<file path="config.mk">
export PLATFORM = sky130hd
export DESIGN_NAME = level_meter_stereo_scheduler_flat
export DESIGN_NICKNAME = d
export VERILOG_FILES = /design/src/rtl/level_meter_stereo_scheduler_if.sv /design/src/rtl/level_meter_stereo_scheduler.sv /design/src/flat_wrapper.sv
export SDC_FILE = /design/constraint.sdc
export NUM_CORES = 1
export LEC_CHECK = 0
export CORE_AREA = 3 3 141 143
export DETAILED_ROUTE_END_ITERATION = 10
export DIE_AREA = 0 0 144 146
export GPL_TIMING_DRIVEN = 1
export HOLD_SLACK_MARGIN = 0.15
export PLACE_DENSITY = 0.72
export SETUP_SLACK_MARGIN = 0.4
export SLEW_MARGIN = 10
export SYNTH_ARGS = -nofsm -noshare
export SYNTH_HDL_FRONTEND = slang
export SYNTH_SLANG_ARGS = --single-unit
</file>
<file path="constraint.sdc">
create_clock -name clk -period 5.6 [get_ports clk]
set_input_delay 1.4 -clock clk [delete_from_list [all_inputs] [get_ports clk]]
set_output_delay 1.4 -clock clk [all_outputs]
set_load 0.02 [all_outputs]
</file>
<file path="src/rtl/level_meter_stereo_scheduler_if.sv">
// Stereo level-meter bundle: sample input, shared converter handshake and LED-driver output.
// The scheduler connects through master; the surrounding system connects through slave.
interface level_meter_stereo_scheduler_if;
  logic        i_sample_valid;
  logic [15:0] i_pcm_l;
  logic [15:0] i_pcm_r;
  logic        i_frame_tick;
  logic        conv_valid;
  logic        conv_ready;
  logic [14:0] conv_pcm;
  logic        conv_o_valid;
  logic        conv_o_ready;
  logic [4:0]  conv_position;
  logic        o_valid;
  logic        o_ready;
  logic [4:0]  o_level_l;
  logic [4:0]  o_level_r;
  logic [4:0]  o_peak_l;
  logic [4:0]  o_peak_r;
  logic        o_overrun;

  modport master (
    input  i_sample_valid, i_pcm_l, i_pcm_r, i_frame_tick,
    input  conv_ready, conv_o_valid, conv_position, o_ready,
    output conv_valid, conv_pcm, conv_o_ready,
    output o_valid, o_level_l, o_level_r, o_peak_l, o_peak_r, o_overrun
  );

  modport slave (
    output i_sample_valid, i_pcm_l, i_pcm_r, i_frame_tick,
    output conv_ready, conv_o_valid, conv_position, o_ready,
    input  conv_valid, conv_pcm, conv_o_ready,
    input  o_valid, o_level_l, o_level_r, o_peak_l, o_peak_r, o_overrun
  );
endinterface

</file>
<file path="src/rtl/level_meter_stereo_scheduler.sv">
// Per-frame stereo peak tracker that time-shares one magnitude-to-position converter
// (left, then right) and applies peak-hold/decay before presenting both bars.
module level_meter_stereo_scheduler #(
  parameter int unsigned HOLD_FRAMES = 16
) (
  input logic clk,
  input logic reset,
  level_meter_stereo_scheduler_if.master bus
);

  typedef enum logic [2:0] {IDLE, REQ_L, WAIT_L, REQ_R, WAIT_R, UPD, OUT} state_t;

  localparam logic [7:0] HOLD_INIT = 8'(HOLD_FRAMES);

  state_t      state, state_n;
  logic [14:0] mag_l, mag_r, cand_l, cand_r;
  logic [14:0] acc_l, acc_r, pend_l, pend_r, snap_l, snap_r;
  logic        pending, tick_take, tick_drop, overrun;
  logic [4:0]  lev_l, lev_r, level_l, level_r, peak_l, peak_r;
  logic [7:0]  hold_l, hold_r;
  logic [12:0] step_l, step_r;

  function automatic logic [14:0] mag(input logic [15:0] x);
    if (x == 16'h8000) return 15'h7fff;
    else if (x[15])    return 15'((~x) + 16'd1);
    else               return x[14:0];
  endfunction

  // Returns {peak, hold} after one frame of peak-hold/decay.
  function automatic logic [12:0] peak_step(input logic [4:0] lev, input logic [4:0] pk,
                                            input logic [7:0] hd);
    if (lev >= pk)             return {lev, HOLD_INIT};
    else if (hd != 8'd0)       return {pk, hd - 8'd1};
    else if (pk - 5'd1 > lev)  return {pk - 5'd1, hd};
    else                       return {lev, hd};
  endfunction

  always_comb begin
    mag_l     = mag(bus.i_pcm_l);
    mag_r     = mag(bus.i_pcm_r);
    cand_l    = (bus.i_sample_valid && mag_l > acc_l) ? mag_l : acc_l;
    cand_r    = (bus.i_sample_valid && mag_r > acc_r) ? mag_r : acc_r;
    tick_take = bus.i_frame_tick && (state == IDLE || !pending);
    tick_drop = bus.i_frame_tick && !tick_take;
    step_l    = peak_step(lev_l, peak_l, hold_l);
    step_r    = peak_step(lev_r, peak_r, hold_r);
  end

  always_ff @(posedge clk or posedge reset) begin
    if (reset) state <= IDLE;
    else       state <= state_n;
  end

  always_comb begin
    state_n          = state;
    bus.conv_valid   = 1'b0;
    bus.conv_pcm     = '0;
    bus.conv_o_ready = 1'b0;
    bus.o_valid      = 1'b0;
    case (state)
      IDLE:   if (pending) state_n = REQ_L;
      REQ_L: begin
        bus.conv_valid = 1'b1;
        bus.conv_pcm   = snap_l;
        if (bus.conv_ready) state_n = WAIT_L;
      end
      WAIT_L: begin
        bus.conv_o_ready = 1'b1;
        if (bus.conv_o_valid) state_n = REQ_R;
      end
      REQ_R: begin
        bus.conv_valid = 1'b1;
        bus.conv_pcm   = snap_r;
        if (bus.conv_ready) state_n = WAIT_R;
      end
      WAIT_R: begin
        bus.conv_o_ready = 1'b1;
        if (bus.conv_o_valid) state_n = UPD;
      end
      UPD:    state_n = OUT;
      OUT: begin
        bus.o_valid = 1'b1;
        if (bus.o_ready) state_n = IDLE;
      end
      default: state_n = IDLE;
    endcase
  end

  // Accepted ticks always land in pend_*; snap_* is refreshed only from IDLE, so
  // conv_pcm never moves while a conversion sequence is running.
  always_ff @(posedge clk or posedge reset) begin
    if (reset) begin
      acc_l   <= '0;
      acc_r   <= '0;
      pend_l  <= '0;
      pend_r  <= '0;
      snap_l  <= '0;
      snap_r  <= '0;
      pending <= 1'b0;
      overrun <= 1'b0;
      lev_l   <= '0;
      lev_r   <= '0;
      level_l <= '0;
      level_r <= '0;
      peak_l  <= '0;
      peak_r  <= '0;
      hold_l  <= '0;
      hold_r  <= '0;
    end else begin
      if (bus.i_frame_tick) begin
        acc_l <= '0;
        acc_r <= '0;
      end else if (bus.i_sample_valid) begin
        acc_l <= cand_l;
        acc_r <= cand_r;
      end
      if (tick_take) begin
        pend_l <= cand_l;
        pend_r <= cand_r;
      end
      if (tick_take)          pending <= 1'b1;
      else if (state == IDLE) pending <= 1'b0;
      if (state == IDLE && pending) begin
        snap_l <= pend_l;
        snap_r <= pend_r;
      end
      overrun <= tick_drop;
      if (state == WAIT_L && bus.conv_o_valid) lev_l <= bus.conv_position;
      if (state == WAIT_R && bus.conv_o_valid) lev_r <= bus.conv_position;
      if (state == UPD) begin
        level_l          <= lev_l;
        level_r          <= lev_r;
        {peak_l, hold_l} <= step_l;
        {peak_r, hold_r} <= step_r;
      end
    end
  end

  assign bus.o_level_l = level_l;
  assign bus.o_level_r = level_r;
  assign bus.o_peak_l  = peak_l;
  assign bus.o_peak_r  = peak_r;
  assign bus.o_overrun = overrun;

endmodule
</file>
<file path="src/flat_wrapper.sv">
// flat-port wrapper written by rule: the top's interface ports become plain ports
module level_meter_stereo_scheduler_flat 
#(
  parameter int unsigned HOLD_FRAMES = 16
)
  (clk, reset, bus_i_sample_valid, bus_i_pcm_l, bus_i_pcm_r, bus_i_frame_tick, bus_conv_ready, bus_conv_o_valid, bus_conv_position, bus_o_ready, bus_conv_valid, bus_conv_pcm, bus_conv_o_ready, bus_o_valid, bus_o_level_l, bus_o_level_r, bus_o_peak_l, bus_o_peak_r, bus_o_overrun);
  level_meter_stereo_scheduler_if bus_i ();
  input logic clk;
  input logic reset;
  input wire logic [$bits(bus_i.i_sample_valid)-1:0] bus_i_sample_valid;
  input wire logic [$bits(bus_i.i_pcm_l)-1:0] bus_i_pcm_l;
  input wire logic [$bits(bus_i.i_pcm_r)-1:0] bus_i_pcm_r;
  input wire logic [$bits(bus_i.i_frame_tick)-1:0] bus_i_frame_tick;
  input wire logic [$bits(bus_i.conv_ready)-1:0] bus_conv_ready;
  input wire logic [$bits(bus_i.conv_o_valid)-1:0] bus_conv_o_valid;
  input wire logic [$bits(bus_i.conv_position)-1:0] bus_conv_position;
  input wire logic [$bits(bus_i.o_ready)-1:0] bus_o_ready;
  output wire logic [$bits(bus_i.conv_valid)-1:0] bus_conv_valid;
  output wire logic [$bits(bus_i.conv_pcm)-1:0] bus_conv_pcm;
  output wire logic [$bits(bus_i.conv_o_ready)-1:0] bus_conv_o_ready;
  output wire logic [$bits(bus_i.o_valid)-1:0] bus_o_valid;
  output wire logic [$bits(bus_i.o_level_l)-1:0] bus_o_level_l;
  output wire logic [$bits(bus_i.o_level_r)-1:0] bus_o_level_r;
  output wire logic [$bits(bus_i.o_peak_l)-1:0] bus_o_peak_l;
  output wire logic [$bits(bus_i.o_peak_r)-1:0] bus_o_peak_r;
  output wire logic [$bits(bus_i.o_overrun)-1:0] bus_o_overrun;
  assign bus_i.i_sample_valid = bus_i_sample_valid;
  assign bus_i.i_pcm_l = bus_i_pcm_l;
  assign bus_i.i_pcm_r = bus_i_pcm_r;
  assign bus_i.i_frame_tick = bus_i_frame_tick;
  assign bus_i.conv_ready = bus_conv_ready;
  assign bus_i.conv_o_valid = bus_conv_o_valid;
  assign bus_i.conv_position = bus_conv_position;
  assign bus_i.o_ready = bus_o_ready;
  assign bus_conv_valid = bus_i.conv_valid;
  assign bus_conv_pcm = bus_i.conv_pcm;
  assign bus_conv_o_ready = bus_i.conv_o_ready;
  assign bus_o_valid = bus_i.o_valid;
  assign bus_o_level_l = bus_i.o_level_l;
  assign bus_o_level_r = bus_i.o_level_r;
  assign bus_o_peak_l = bus_i.o_peak_l;
  assign bus_o_peak_r = bus_i.o_peak_r;
  assign bus_o_overrun = bus_i.o_overrun;
  level_meter_stereo_scheduler #(.HOLD_FRAMES(HOLD_FRAMES)) u_core (.clk(clk), .reset(reset), .bus(bus_i));
endmodule
</file>
After elaboration in Yosys (flattened, before gate mapping). Index checks and enable logic that the tools add are counted. Widths: inputs -> output; s select.

Flip-flop bits (word level): 141.

Add/sub/neg operators: 6. Magnitude comparators: 6. Equal/unequal tests: 16. Mux-type cells: 29. Bitwise operators: 2. Reduce and logical (&&, ||, !) cells: 24.

Operators with widths (number): $mux 15 (10); $mux 13 (6); $eq 16x16->1 const B (2); $add 15x1->15 const B (2); $gt 15x15->1 (2); $not 15->15 (2); $pmux 15 s2 (1); $pmux 3 s7 (1); $mux 3 (6); $reduce_bool 8->1 (2); $sub 8x1->8 const B (2); $ge 5x5->1 (2); $gt 5x5->1 (2); $ne 2x2->1 const B (5); $sub 5x1->5 const B (2); $eq 3x3->1 const B (3); $reduce_and 2->1 (4); $reduce_bool 2->1 (4); $logic_and 1x1->1 (7); $eq 3x2->1 const B (2); $ne 2x1->1 const B (3); $reduce_and 6->1 (1); $mux 1 (5); $reduce_or 2->1 (2); 4 further kinds (5).

Logic depth before layout (Yosys ltp). Gate-level depths: netlist of run 1.

Depth in word-level cells: 9. Depth in mapped cells: 16.

Least setup slack after synthesis of run 1. OpenSTA, ideal clock, no wires.

Path type: input to register. From: in bus_i_pcm_l[3]. To: reg u_core.pend_l[1]. Setup time: 137 ps. Arrival: 4768 ps. Data required time: 5463 ps. Slack: 695 ps. Stages on the path: 12. Cell sequence: or4_1 or4_1 o31ai_1 mux2i_1 ha_1 nand3_1 or3_1 o31a_1 nand2_1 buf_2 mux2i_1 a21oi_1.

Cells in the longest elaborated chain, start to end: 7. Elaborated cells between the ends (all ways): 8.

Ends and longest elaborated chain: from (decl) (RTL line flat_wrapper.sv:11) `input wire logic [$bits(bus_i.i_pcm_l)-1:0] bus_i_pcm_l;`; $not 15->15 (RTL line level_meter_stereo_scheduler.sv:25) `else if (x[15]) return 15'((~x) + 16'd1);`; $add 15x1->15 (RTL line level_meter_stereo_scheduler.sv:25); $mux 15 (RTL line level_meter_stereo_scheduler.sv:25); $mux 15 (*) (RTL line level_meter_stereo_scheduler.sv:24) `if (x == 16'h8000) return 15'h7fff;`; $gt 15x15->1 (RTL line level_meter_stereo_scheduler.sv:41) `cand_l = (bus.i_sample_valid && mag_l > acc_l) ? mag_l : acc_l;`; $logic_and 1x1->1 (RTL line level_meter_stereo_scheduler.sv:41); $mux 15 (*) (RTL line level_meter_stereo_scheduler.sv:41); to (signal assigned) (RTL line level_meter_stereo_scheduler.sv:118) `pend_l <= cand_l;`; to (decl) (RTL line level_meter_stereo_scheduler.sv:17) `logic [14:0] acc_l, acc_r, pend_l, pend_r, snap_l, snap_r;`.

Every way passes the cells marked *; elsewhere a longest branch is shown, timed or not. A chain may end at the register's enable or synchronous reset.

Final worst setup path of run 1.
From: in bus_i_pcm_l[7]. To: reg u_core.pend_l[6].

Same word-level chain as after synthesis.

==> results of run 1 <==
==> sequential cells by signal, indices dropped and copies added (netlist names), 8 cells and up <==
name and cells:
u_core.pend_l 15, u_core.snap_r 15, u_core.acc_l 15, u_core.snap_l 15, u_core.hold_r 8, u_core.hold_l 8
u_core.pend_r 15, u_core.acc_r 15
==> what timing repair did <==
item	CTS	global route
endpoints found under the setup margin	0	15
endpoints found under the hold margin	0	0
resized for setup	0	4
==> metrics by stage <==
stage	utilization (%)	std cells	setup WS (ns)
after floorplan	-	894	0.419
after global placement	49.8	1193	0.270
after detailed placement	49.8	1193	0.0994
after CTS	53.0	1225	0.535
after global routing	53.2	1226	0.390
final	53.2	1226	0.651
==> critical path: stages <==
cell	delay, ns
sky130_fd_sc_hd__clkdlybuf4s50_1	0.50
sky130_fd_sc_hd__or4_4	0.58
sky130_fd_sc_hd__or4_1	0.54
sky130_fd_sc_hd__o31ai_2	0.23
sky130_fd_sc_hd__mux2i_1	0.13
sky130_fd_sc_hd__ha_1	0.30
sky130_fd_sc_hd__nand3_1	0.09
sky130_fd_sc_hd__or3_1	0.41
sky130_fd_sc_hd__o31a_1	0.39
sky130_fd_sc_hd__nand2_1	0.12
sky130_fd_sc_hd__buf_4	0.20
sky130_fd_sc_hd__mux2i_1	0.26
sky130_fd_sc_hd__a21oi_1	0.10
==> worst max path at each step <==
| stage | startpoint | to | slack, ns | depth (start not counted) |
|---|---|---|---|---|
| after global placement | bus_i_pcm_l[7] | u_core.pend_l[10]$_DFFE_PP0P_ | 0.27 | 13 |
| after detailed placement | bus_i_pcm_l[7] | u_core.pend_l[6]$_DFFE_PP0P_ | 0.1 | 13 |
| final | bus_i_pcm_l[7] | u_core.pend_l[6]$_DFFE_PP0P_ | 0.65 | 13 |
| after floorplan | reset | u_core.acc_l[0]$_DFFE_PP0P_ | 0.42 | 1 |
| after CTS | bus_i_pcm_l[7] | u_core.pend_l[6]$_DFFE_PP0P_ | 0.54 | 13 |
| after global routing | bus_i_pcm_r[2] | u_core.pend_r[12]$_DFFE_PP0P_ | 0.39 | 15 |
==> power by group <==
group / switching [mW] / internal [mW]
clock: 0.462 / 0.711
sequential: 0.348 / 1.43
combinational: 1.34 / 1.10
==> cells by family (layout without fill, tap and decap cells) <==
kind of cell	count (synthesis)	after routing	synth area share [%]
DFF	141	141	43.2
AOI/OAI and AO/OA	199	199	14.7
adders and majority gates	58	58	8.88
and+or+nand+nor	304	304	17.4
muxes	72	72	9.31
xor gates and xnor gates	17	17	1.82
buffers and inverters	103	201	4.77
==> area by class of cell <==
cell class                 count  area [µm²]
clock buffer                  18         439
clock inverter                14         168
fill                        1686        8750
inverter                      65         249
multi-input combinational    650        4290
sequential                   141        3530
tap                          234         293
timing repair buffer         104         993
==> cells in the final DEF (no fill, tap or decap), types with 11 or more instances in the layout <==
cell type | synthesis | routed
sky130_fd_sc_hd__mux2_2 | 32 | 32
sky130_fd_sc_hd__nor3_1 | 20 | 18
sky130_fd_sc_hd__inv_1 | 65 | 64
sky130_fd_sc_hd__nand3_1 | 20 | 20
sky130_fd_sc_hd__clkdlybuf4s50_1 | 0 | 82
sky130_fd_sc_hd__a21oi_1 | 56 | 56
sky130_fd_sc_hd__nor2_1 | 103 | 103
sky130_fd_sc_hd__buf_4 | 0 | 21
sky130_fd_sc_hd__nor4_1 | 12 | 11
sky130_fd_sc_hd__o31ai_1 | 17 | 16
sky130_fd_sc_hd__o21ai_0 | 63 | 63
sky130_fd_sc_hd__clkbuf_16 | 0 | 17
sky130_fd_sc_hd__dfrtp_1 | 141 | 141
sky130_fd_sc_hd__ha_1 | 58 | 58
sky130_fd_sc_hd__mux2i_1 | 40 | 40
sky130_fd_sc_hd__nand2_1 | 88 | 88
==> metal layers <==
| metal | GRT usage, % | wire, µm | vias up |
|---|---|---|---|
| met3 | 4.50 | 824 | 21 |
| met2 | 29.9 | 9200 | 136 |
| met1 | 24.9 | 8960 | 3253 |
| met4 | 3.95 | 192 | 0 |
| li1 | - | - | 3317 |
| met5 | 0 | 0 | - |
==> out/qor.txt, run 1 <==
=================================================================================================
Horizontal die dimension                                                                   144 µm
Setup TNS                                                                                    0 ns
Total via count after detailed routing                                                      6,727
Count of antenna-violating nets left after detailed routing                                     0
Required time of the critical path                                                        5.91 ns
Hold Path Cell Cnt                                                                              2
Launch point of the worst hold path                                                  u_core.bus.o_level_r[4]$_DFFE_PP0P_
Aggregate global routing overflow                                                               0
Buffers added on ports                                                                         82
CTS H-tree depth                                                                                4
Final hold violation count                                                                      0
Initial Util                                                                                43.7%
Fmax                                                                                      202 MHz
Clk Latency, worst-skew pair                                                              0.43 ns
First-pass GRT wire length                                                              31,600 µm
Slew HR                                                                                     26.4%
CP max FO                                                                                      10
Clock root buffer                                                                    sky130_fd_sc_hd__clkbuf_16
Number of top-level design ports                                                               83
Synthesized instance count                                                                    894
Launching point of the worst reg2reg path                                            u_core.state[1]$_DFFE_PP0P_
Flip-flop and latch count after synthesis                                                     141
Area Growth Syn to Fin                                                                      21.8%
Number of maximum-capacitance constraint violations                                             0
Vias in the first global route                                                              6,514
Number of clock sinks seen by CTS                                                             141
Total power consumption of the routed design                                              5.38 mW
Number of distinct library cell variants in the gate-level netlist after synthesis             61
Cell Pwr Density                                                                       540 nW/µm²
RSZ-0062 raised after global routing                                                        false
Total Die Area                                                                         21,000 µm²
Kind of start point of the critical path                                             primary input
Layout Cell Area excl Fill                                                               9960 µm²
Worst min-delay path category                                                        flop to flop
Detail-routed net length per standard cell                                                15.6 µm
Worst Clk Skew                                                                         0.00909 ns
Yosys top cell area share                                                                   43.2%
Share of final-layout standard cells stronger than drive strength 1                         10.4%
Total inserted antenna cells                                                                    0
Deepest clock path buffer count                                                                 2
Final HPWL DP                                                                           13,600 µm
EDFF count, synth                                                                               0
WHS                                                                                      0.478 ns
Cell type with the highest aggregate area in the netlist                             sky130_fd_sc_hd__dfrtp_1
Post-synthesis average cell area                                                         9.14 µm²
Pin count of the biggest net entering global routing                                           81
Total nets after synthesis                                                                    996
Clock Pin Slew Worst Setup and Hold Paths                                                 0.06 ns
Detailed-router iteration count before antenna repair                                           5
TritonCTS Buffers                                                                              17
List of most frequent post-synthesis cells                                           141 x sky130_fd_sc_hd__dfrtp_1, 103 x sky130_fd_sc_hd__nor2_1, 88 x sky130_fd_sc_hd__nand2_1
Avg Vias per Cell                                                                            5.49
RePlAce Congestion                                                                          0.851
Endpoint, Worst Hold                                                                 u_core.bus.o_level_r[4]$_DFFE_PP0P_
Critical path class                                                                  primary input to flop
Leakage component of the power                                                            4.41 nW
Clock tree from TritonCTS                                                                    done
DRC violation total after the first TritonRoute iteration                                     446
Number of antenna violations at the first check in global routing                               0
Placeable core region                                                                  18,700 µm²
Most numerous cell in the Yosys netlist                                              sky130_fd_sc_hd__dfrtp_1
Number of pins with negative max-slew slack in the final report                                 0
Capture point of the worst reg-to-reg path                                           u_core.bus.o_peak_r[3]$_DFFE_PP0P_
Number of remaining DRC errors                                                                  0
Top area cells in the synthesized netlist                                            sky130_fd_sc_hd__dfrtp_1 43%, sky130_fd_sc_hd__ha_1 8.9%, sky130_fd_sc_hd__mux2i_1 4.9%, sky130_fd_sc_hd__nor2_1 4.7%, sky130_fd_sc_hd__mux2_2 4.4%
Worst voltage drop across the vdd grid                                                   0.390 mV
Async SR Flop Fraction                                                                       100%
Period Utilization, post-route                                                              88.4%
Flop2flop setup slack                                                                     2.65 ns
Area after DPL                                                                           9310 µm²
Rows                                                                                           50
Final setup fails                                                                               0
Arrival time of data at the critical path endpoint                                        5.26 ns
Aggregate global-route resource usage                                                       18.4%
Post-cts hold buffer count                                                                      0
Syn Std Cell Area                                                                        8180 µm²
Transition at the pin with the smallest max-transition slack                              1.10 ns
Most frequently used flop master after synthesis                                     sky130_fd_sc_hd__dfrtp_1
Die Span Y                                                                                 146 µm
Count of buffers added by post-CTS timing repair for setup                                      0
Time the final worst path needs with I/O delays and setup                                 4.95 ns
Result of the run                                                                    finished clean
Worst Setup End Kind                                                                         flop
Net total in the final layout                                                               1,081
Reg2reg path depth                                                                              7
Detailed Route WL                                                                       19,200 µm
Sequential fraction of the synthesis area                                                   43.2%
Number of warning messages in the yosys log                                                     0
=================================================================================================
No activity file was read; power rests on OpenSTA's default activity.
==> run 2: changes to the inputs <==
Settings changed: ABC_CLOCK_PERIOD_IN_PS set to 5600, CORE_AREA 3 3 141 143 to 3 3 167 121, DIE_AREA 0 0 144 146 to 0 0 170 124, PLACE_DENSITY 0.72 to 0.73.
==> out/qor.txt, run 2 (synthesis gave the netlist of run 1 again) <==
=====================================================================================
Result of the run                                                        finished clean   unchanged
TritonCTS Buffers                                                                  17   unchanged
Number of pins with negative max-slew slack in the final report                     0   unchanged
CTS H-tree depth                                                                    4   unchanged
Met3 demand-to-capacity share in global routing                                 4.06%   was 4.50%
Most crowded layer after global routing                                          met1   was met2
Horizontal die dimension                                                       170 µm   was 144 µm
CP max FO                                                                          15   was 10
Transition at the pin with the smallest max-transition slack                 0.973 ns   was 1.10 ns
Arrival time of data at the critical path endpoint                            5.27 ns   was 5.26 ns
Total Die Area                                                             21,100 µm²   was 21,000 µm²
Clock root buffer                                                        sky130_fd_sc_hd__clkbuf_16   unchanged
Count of antenna-violating nets left after detailed routing                         0   unchanged
Capture point of the worst reg-to-reg path                               u_core.bus.o_peak_r[4]$_DFFE_PP0P_   was u_core.bus.o_peak_r[3]$_DFFE_PP0P_
Final cell count without fillers                                                1,237   was 1,226
Number of top-level design ports                                                   83   unchanged
Placed Cells                                                                    1,204   was 1,193
Fmax                                                                          201 MHz   was 202 MHz
Total power consumption of the routed design                                  5.32 mW   was 5.38 mW
Critical path class                                                      primary input to flop   unchanged
RePlAce Congestion                                                              0.888   was 0.851
Worst Setup End Kind                                                             flop   unchanged
Setup TNS                                                                        0 ns   unchanged
Leakage component of the power                                                4.41 nW   about the same
Sequential cell area                                                         3530 µm²   unchanged
Aggregate global routing overflow                                                   0   unchanged
Required time of the critical path                                            5.90 ns   was 5.91 ns
Worst Clk Skew                                                              0.0134 ns   was 0.00909 ns
Final HPWL DP                                                               14,500 µm   was 13,600 µm
Rows                                                                               42   was 50
Time the final worst path needs with I/O delays and setup                     4.97 ns   was 4.95 ns
Area taken by multi-input logic gates                                        4290 µm²   about the same
Deepest clock path buffer count                                                     2   unchanged
RSZ-0062 raised after global routing                                             true   was false
Flop2flop setup slack                                                         2.74 ns   was 2.65 ns
Detail-routed net length per standard cell                                    15.9 µm   was 15.6 µm
Kind of start point of the critical path                                 primary input   unchanged
Initial Util                                                                    43.7%   about the same
Clock tree from TritonCTS                                                        done   unchanged
Aggregate global-route resource usage                                           19.4%   was 18.4%
Worst min-delay path category                                            flop to flop   unchanged
Number of antenna violations at the first check in global routing                   0   unchanged
Placeable core region                                                      18,700 µm²   about the same
Avg Vias per Cell                                                                5.55   was 5.49
Most frequent cells in the layout                                        141 x sky130_fd_sc_hd__dfrtp_1, 103 x sky130_fd_sc_hd__nor2_1, 88 x sky130_fd_sc_hd__nand2_1   unchanged
Number of remaining DRC errors                                                      0   unchanged
Share of final-layout standard cells stronger than drive strength 1             10.8%   was 10.4%
Met1 Usage GRT                                                                  29.2%   was 24.9%
Worst voltage drop across the vdd grid                                       0.273 mV   was 0.390 mV
Launching point of the worst reg2reg path                                u_core.bus.o_peak_r[0]$_DFFE_PP0P_   was u_core.state[1]$_DFFE_PP0P_
Number of maximum-capacitance constraint violations                                 0   unchanged
DRC violation total after the first TritonRoute iteration                         626   was 446
Buffers added on ports                                                             82   unchanged
Reg2reg path depth                                                                 12   was 7
Total inserted antenna cells                                                        0   unchanged
Pin count of the biggest net entering global routing                              108   was 81
Detailed Route WL                                                           19,700 µm   was 19,200 µm
Slew HR                                                                         34.6%   was 26.4%
Cell Pwr Density                                                           534 nW/µm²   was 540 nW/µm²
Die Span Y                                                                     124 µm   was 146 µm
Number of clock sinks seen by CTS                                                 141   unchanged
Final setup fails                                                                   0   unchanged
Period Utilization, post-route                                                  88.8%   was 88.4%
Detailed-router iteration count before antenna repair                               6   was 5
Global Route met2 Usage                                                         29.0%   was 29.9%
Launch point of the worst hold path                                      u_core.pend_r[7]$_DFFE_PP0P_   was u_core.bus.o_level_r[4]$_DFFE_PP0P_
Total via count after detailed routing                                          6,862   was 6,727
Hold Path Cell Cnt                                                                  2   unchanged
Number of filler cells placed in the layout                                     1,661   was 1,686
First-pass GRT wire length                                                  33,200 µm   was 31,600 µm
Final hold violation count                                                          0   unchanged
Area Growth Syn to Fin                                                          21.8%   about the same
Most frequent standard cell in the layout excluding fill and tap cells   sky130_fd_sc_hd__dfrtp_1   unchanged
Endpoint, Worst Hold                                                     u_core.pend_r[7]$_DFFE_PP0P_   was u_core.bus.o_level_r[4]$_DFFE_PP0P_
Clock Pin Slew Worst Setup and Hold Paths                                     0.06 ns   about the same
Vias in the first global route                                                  6,705   was 6,514
Net total in the final layout                                                   1,084   was 1,081
Clk Latency, worst-skew pair                                                  0.42 ns   was 0.43 ns
=====================================================================================
-- run 2: worst max-delay path, cell delays in order --
cell	delay, ns
sky130_fd_sc_hd__clkdlybuf4s50_1	0.48
sky130_fd_sc_hd__or4_1	0.61
sky130_fd_sc_hd__or4_1	0.59
sky130_fd_sc_hd__o31ai_2	0.23
sky130_fd_sc_hd__mux2i_1	0.13
sky130_fd_sc_hd__ha_1	0.30
sky130_fd_sc_hd__nand3_1	0.11
sky130_fd_sc_hd__or3_1	0.42
sky130_fd_sc_hd__o31a_1	0.32
sky130_fd_sc_hd__nand2_1	0.11
sky130_fd_sc_hd__buf_12	0.17
sky130_fd_sc_hd__mux2i_1	0.28
sky130_fd_sc_hd__a21oi_1	0.10
-- run 2: routing by layer --
layer / part of all wire [%] / routed length, µm
met5: 0 / 0
met4: 0.82 / 162
met3: 4.9 / 963
met2: 44 / 8610
met1: 51 / 9950
-- run 2: final cells by class --
cell class / instances / share of cell area [%]
Timing Repair Buffer: 107 / 10.3
Tap cell: 242 / 3.04
Clock buffer: 18 / 4.41
Sequential cell: 141 / 35.4
Inverter: 65 / 2.50
Multi-Input combinational cell: 650 / 43.1
Clock inverter: 14 / 1.27
-- run 2: metrics by stage --
step                util (%)  setup WS [ns]  hold slack [ns]  cell area [µm²]
finish                  53.2          0.629            0.479             9950
global route            53.2          0.355            0.504             9950
detailed placement      50.0          0.167            0.471             9360
floorplan                  -          0.419            0.443             8180
global placement        50.0          0.298            0.464             9360
CTS                     53.0          0.595            0.482             9920
-- run 2: worst max path at each step --
stage	from	to	slack, ns	depth (start not counted)
after floorplan	reset	u_core.acc_l[0]$_DFFE_PP0P_	0.42	1
after global placement	bus_i_pcm_l[3]	u_core.pend_l[7]$_DFFE_PP0P_	0.30	13
after detailed placement	bus_i_pcm_l[3]	u_core.pend_l[7]$_DFFE_PP0P_	0.17	13
after CTS	bus_i_pcm_l[3]	u_core.pend_l[6]$_DFFE_PP0P_	0.60	13
after global routing	bus_i_pcm_r[7]	u_core.pend_r[0]$_DFFE_PP0P_	0.35	15
final	bus_i_pcm_l[3]	u_core.pend_l[6]$_DFFE_PP0P_	0.63	13
-- run 2: timing repair --
action | in CTS | in global routing
resized for setup | 0 | 5
hold buffers | 0 | 0
endpoints found under the hold margin | 0 | 0
buffers inserted | 0 | 1
setup endpoints to repair | 0 | 23
-- run 2: where the power goes --
part / internal (mW) / leakage, nW / switching, mW / total [mW]
Combinational: 1.10 / 2.38 / 1.40 / 2.50
Sequential: 1.43 / 1.76 / 0.312 / 1.74
Clock: 0.595 / 0.270 / 0.479 / 1.07
==> run 3: changes to the inputs <==
Settings changed: CORE_AREA 3 3 167 121 to 3 3 166 119, DIE_AREA 0 0 170 124 to 0 0 169 122, PLACE_DENSITY 0.73 to 0.74, TNS_END_PERCENT set to 10.
==> out/qor.txt, run 3 (synthesis gave the netlist of run 1 again) <==
=====================================================================================
Result of the run                                                        finished clean   unchanged
Buffers added on ports                                                             82   unchanged
Detailed Route WL                                                           20,400 µm   was 19,700 µm
Transition at the pin with the smallest max-transition slack                  1.18 ns   was 0.973 ns
Vias in the first global route                                                  6,339   was 6,705
Clk Latency, worst-skew pair                                                  0.42 ns   about the same
CP cell instances                                                        clkdlybuf4s50_1 > or4_1 > or4_1 > o31ai_1 > mux2i_1 > ha_1 > nand3_1 > or3_1 > o31a_1 > nand2_1 > buf_4 > mux2i_1 > a21oi_1   was clkdlybuf4s50_1 > or4_1 > or4_1 > o31ai_2 > mux2i_1 > ha_1 > nand3_1 > or3_1 > o31a_1 > nand2_1 > buf_12 > mux2i_1 > a21oi_1
CP max FO                                                                           5   was 15
Core Util, Final                                                                54.9%   was 53.2%
Launch point of the worst hold path                                      u_core.hold_l[6]$_DFFE_PP0P_   was u_core.pend_r[7]$_DFFE_PP0P_
Slew HR                                                                         21.2%   was 34.6%
Arrival time of data at the critical path endpoint                            5.29 ns   was 5.27 ns
Launching point of the worst reg2reg path                                u_core.state[1]$_DFFE_PP0P_   was u_core.bus.o_peak_r[0]$_DFFE_PP0P_
Aggregate global routing overflow                                                   0   unchanged
Total Die Area                                                             20,600 µm²   was 21,100 µm²
Fmax                                                                          199 MHz   was 201 MHz
Number of maximum-capacitance constraint violations                                 0   unchanged
Avg Vias per Cell                                                                5.57   was 5.55
Cell Pwr Density                                                           542 nW/µm²   was 534 nW/µm²
Area Growth Syn to Fin                                                          21.6%   was 21.8%
Flop2flop setup slack                                                         2.70 ns   was 2.74 ns
Max stage delay on crit path                                                  0.62 ns   was 0.61 ns
Cells resized by post-CTS repair                                                    0   unchanged
Share of final-layout standard cells stronger than drive strength 1             10.1%   was 10.8%
RePlAce Congestion                                                              0.887   was 0.888
Smallest setup slack after layout                                            0.566 ns   was 0.629 ns
Worst min-delay path category                                            flop to flop   unchanged
Clock Pin Slew Worst Setup and Hold Paths                                     0.06 ns   about the same
Worst Clk Skew                                                              0.0133 ns   was 0.0134 ns
Most frequent standard cell in the layout excluding fill and tap cells   sky130_fd_sc_hd__dfrtp_1   unchanged
Critical path class                                                      primary input to flop   unchanged
Final HPWL DP                                                               14,600 µm   was 14,500 µm
Number of clock sinks seen by CTS                                                 141   unchanged
Number of pins with negative max-slew slack in the final report                     0   unchanged
Number of top-level design ports                                                   83   unchanged
First-pass GRT wire length                                                  33,000 µm   was 33,200 µm
Number of remaining DRC errors                                                      0   unchanged
Clock root buffer                                                        sky130_fd_sc_hd__clkbuf_16   unchanged
Count of antenna-violating nets left after detailed routing                         0   unchanged
Reg2reg path depth                                                                  5   was 12
Rows                                                                               41   was 42
Final setup fails                                                                   0   unchanged
Detailed-router iteration count before antenna repair                               7   was 6
Placed Cells                                                                    1,197   was 1,204
Capture point of the worst reg-to-reg path                               u_core.pend_r[11]$_DFFE_PP0P_   was u_core.bus.o_peak_r[4]$_DFFE_PP0P_
Endpoint, Worst Hold                                                     u_core.hold_l[6]$_DFFE_PP0P_   was u_core.pend_r[7]$_DFFE_PP0P_
CTS H-tree depth                                                                    4   unchanged
Worst-path cell with the longest stage delay                             sky130_fd_sc_hd__or4_1   unchanged
Pre-CTS setup slack                                                          0.187 ns   was 0.167 ns
Leakage component of the power                                                4.41 nW   about the same
Number of antenna violations at the first check in global routing                   0   unchanged
Time the final worst path needs with I/O delays and setup                     5.03 ns   was 4.97 ns
Horizontal die dimension                                                       169 µm   was 170 µm
Hold Path Cell Cnt                                                                  1   was 2
Period Utilization, post-route                                                  89.9%   was 88.8%
Total via count after detailed routing                                          6,849   was 6,862
DRC violation total after the first TritonRoute iteration                         534   was 626
Required time of the critical path                                            5.85 ns   was 5.90 ns
Setup TNS                                                                        0 ns   unchanged
Deepest clock path buffer count                                                     2   unchanged
Clock tree from TritonCTS                                                        done   unchanged
Worst Setup End Kind                                                             flop   unchanged
Kind of start point of the critical path                                 primary input   unchanged
Worst voltage drop across the vdd grid                                       0.315 mV   was 0.273 mV
Final hold violation count                                                          0   unchanged
Pin count of the biggest net entering global routing                              105   was 108
Count of buffers added by post-CTS timing repair for setup                          0   unchanged
Net total in the final layout                                                   1,082   was 1,084
Placeable core region                                                      18,100 µm²   was 18,700 µm²
TritonCTS Buffers                                                                  17   unchanged
Total inserted antenna cells                                                        0   unchanged
Aggregate global-route resource usage                                           20.0%   was 19.4%
Detail-routed net length per standard cell                                    16.6 µm   was 15.9 µm
Most frequent cells in the layout                                        141 x sky130_fd_sc_hd__dfrtp_1, 103 x sky130_fd_sc_hd__nor2_1, 88 x sky130_fd_sc_hd__nand2_1   unchanged
Initial Util                                                                    45.1%   was 43.7%
Die Span Y                                                                     122 µm   was 124 µm
Final cell count without fillers                                                1,229   was 1,237
Post-cts hold buffer count                                                          0   unchanged
RSZ-0062 raised after global routing                                             true   unchanged
=====================================================================================
## run 3: final cells by class
class,count,area (µm²)
Fill cell,1579,8170
Multi-Input combinational cell,650,4280
Sequential cell,141,3530
Timing Repair Buffer,105,1010
Clock buffer,18,429
Tap cell,236,295
Inverter,65,249
Clock inverter,14,159
## run 3: how the worst max path moves through the flow
| stage | startpoint | endpoint | slack (ns) |
|---|---|---|---|
| after floorplan | reset | u_core.acc_l[0]$_DFFE_PP0P_ | 0.42 |
| after global placement | bus_i_pcm_l[3] | u_core.pend_l[2]$_DFFE_PP0P_ | 0.21 |
| after detailed placement | bus_i_pcm_l[3] | u_core.pend_l[1]$_DFFE_PP0P_ | 0.19 |
| after CTS | bus_i_pcm_l[3] | u_core.pend_l[1]$_DFFE_PP0P_ | 0.61 |
| after global routing | bus_i_pcm_r[6] | u_core.pend_r[13]$_DFFE_PP0P_ | 0.35 |
| final | bus_i_pcm_l[3] | u_core.pend_l[1]$_DFFE_PP0P_ | 0.57 |
## run 3: metrics by stage
step                hold WS, ns  cell area (µm²)  total power, mW
CTS                       0.481             9930             5.39
floorplan                 0.443             8180             3.40
global route              0.515             9940             5.77
detailed placement        0.468             9340             4.22
finish                    0.476             9940             5.39
global placement          0.462             9340             4.14
## run 3: metal layers
layer	wire length (µm)	GRT usage, %
met1	10400	30.9
met2	8490	28.0
met4	199	4.66
met5	0	0
met3	1330	4.93
## run 3: where the power goes
part | total, mW | switching [mW] | internal [mW] | leakage (nW)
Combinational | 2.48 | 1.38 | 1.10 | 2.37
Sequential | 1.78 | 0.348 | 1.43 | 1.76
Clock | 1.13 | 0.468 | 0.664 | 0.276
## run 3: critical path, delay by kind of cell
family | cells | cell delay, ns
AOI/OAI and AO/OA | 3 | 0.69
adders and majority gates | 1 | 0.31
buffers and inverters | 2 | 0.66
muxes | 2 | 0.40
and+or+nand+nor | 5 | 1.83
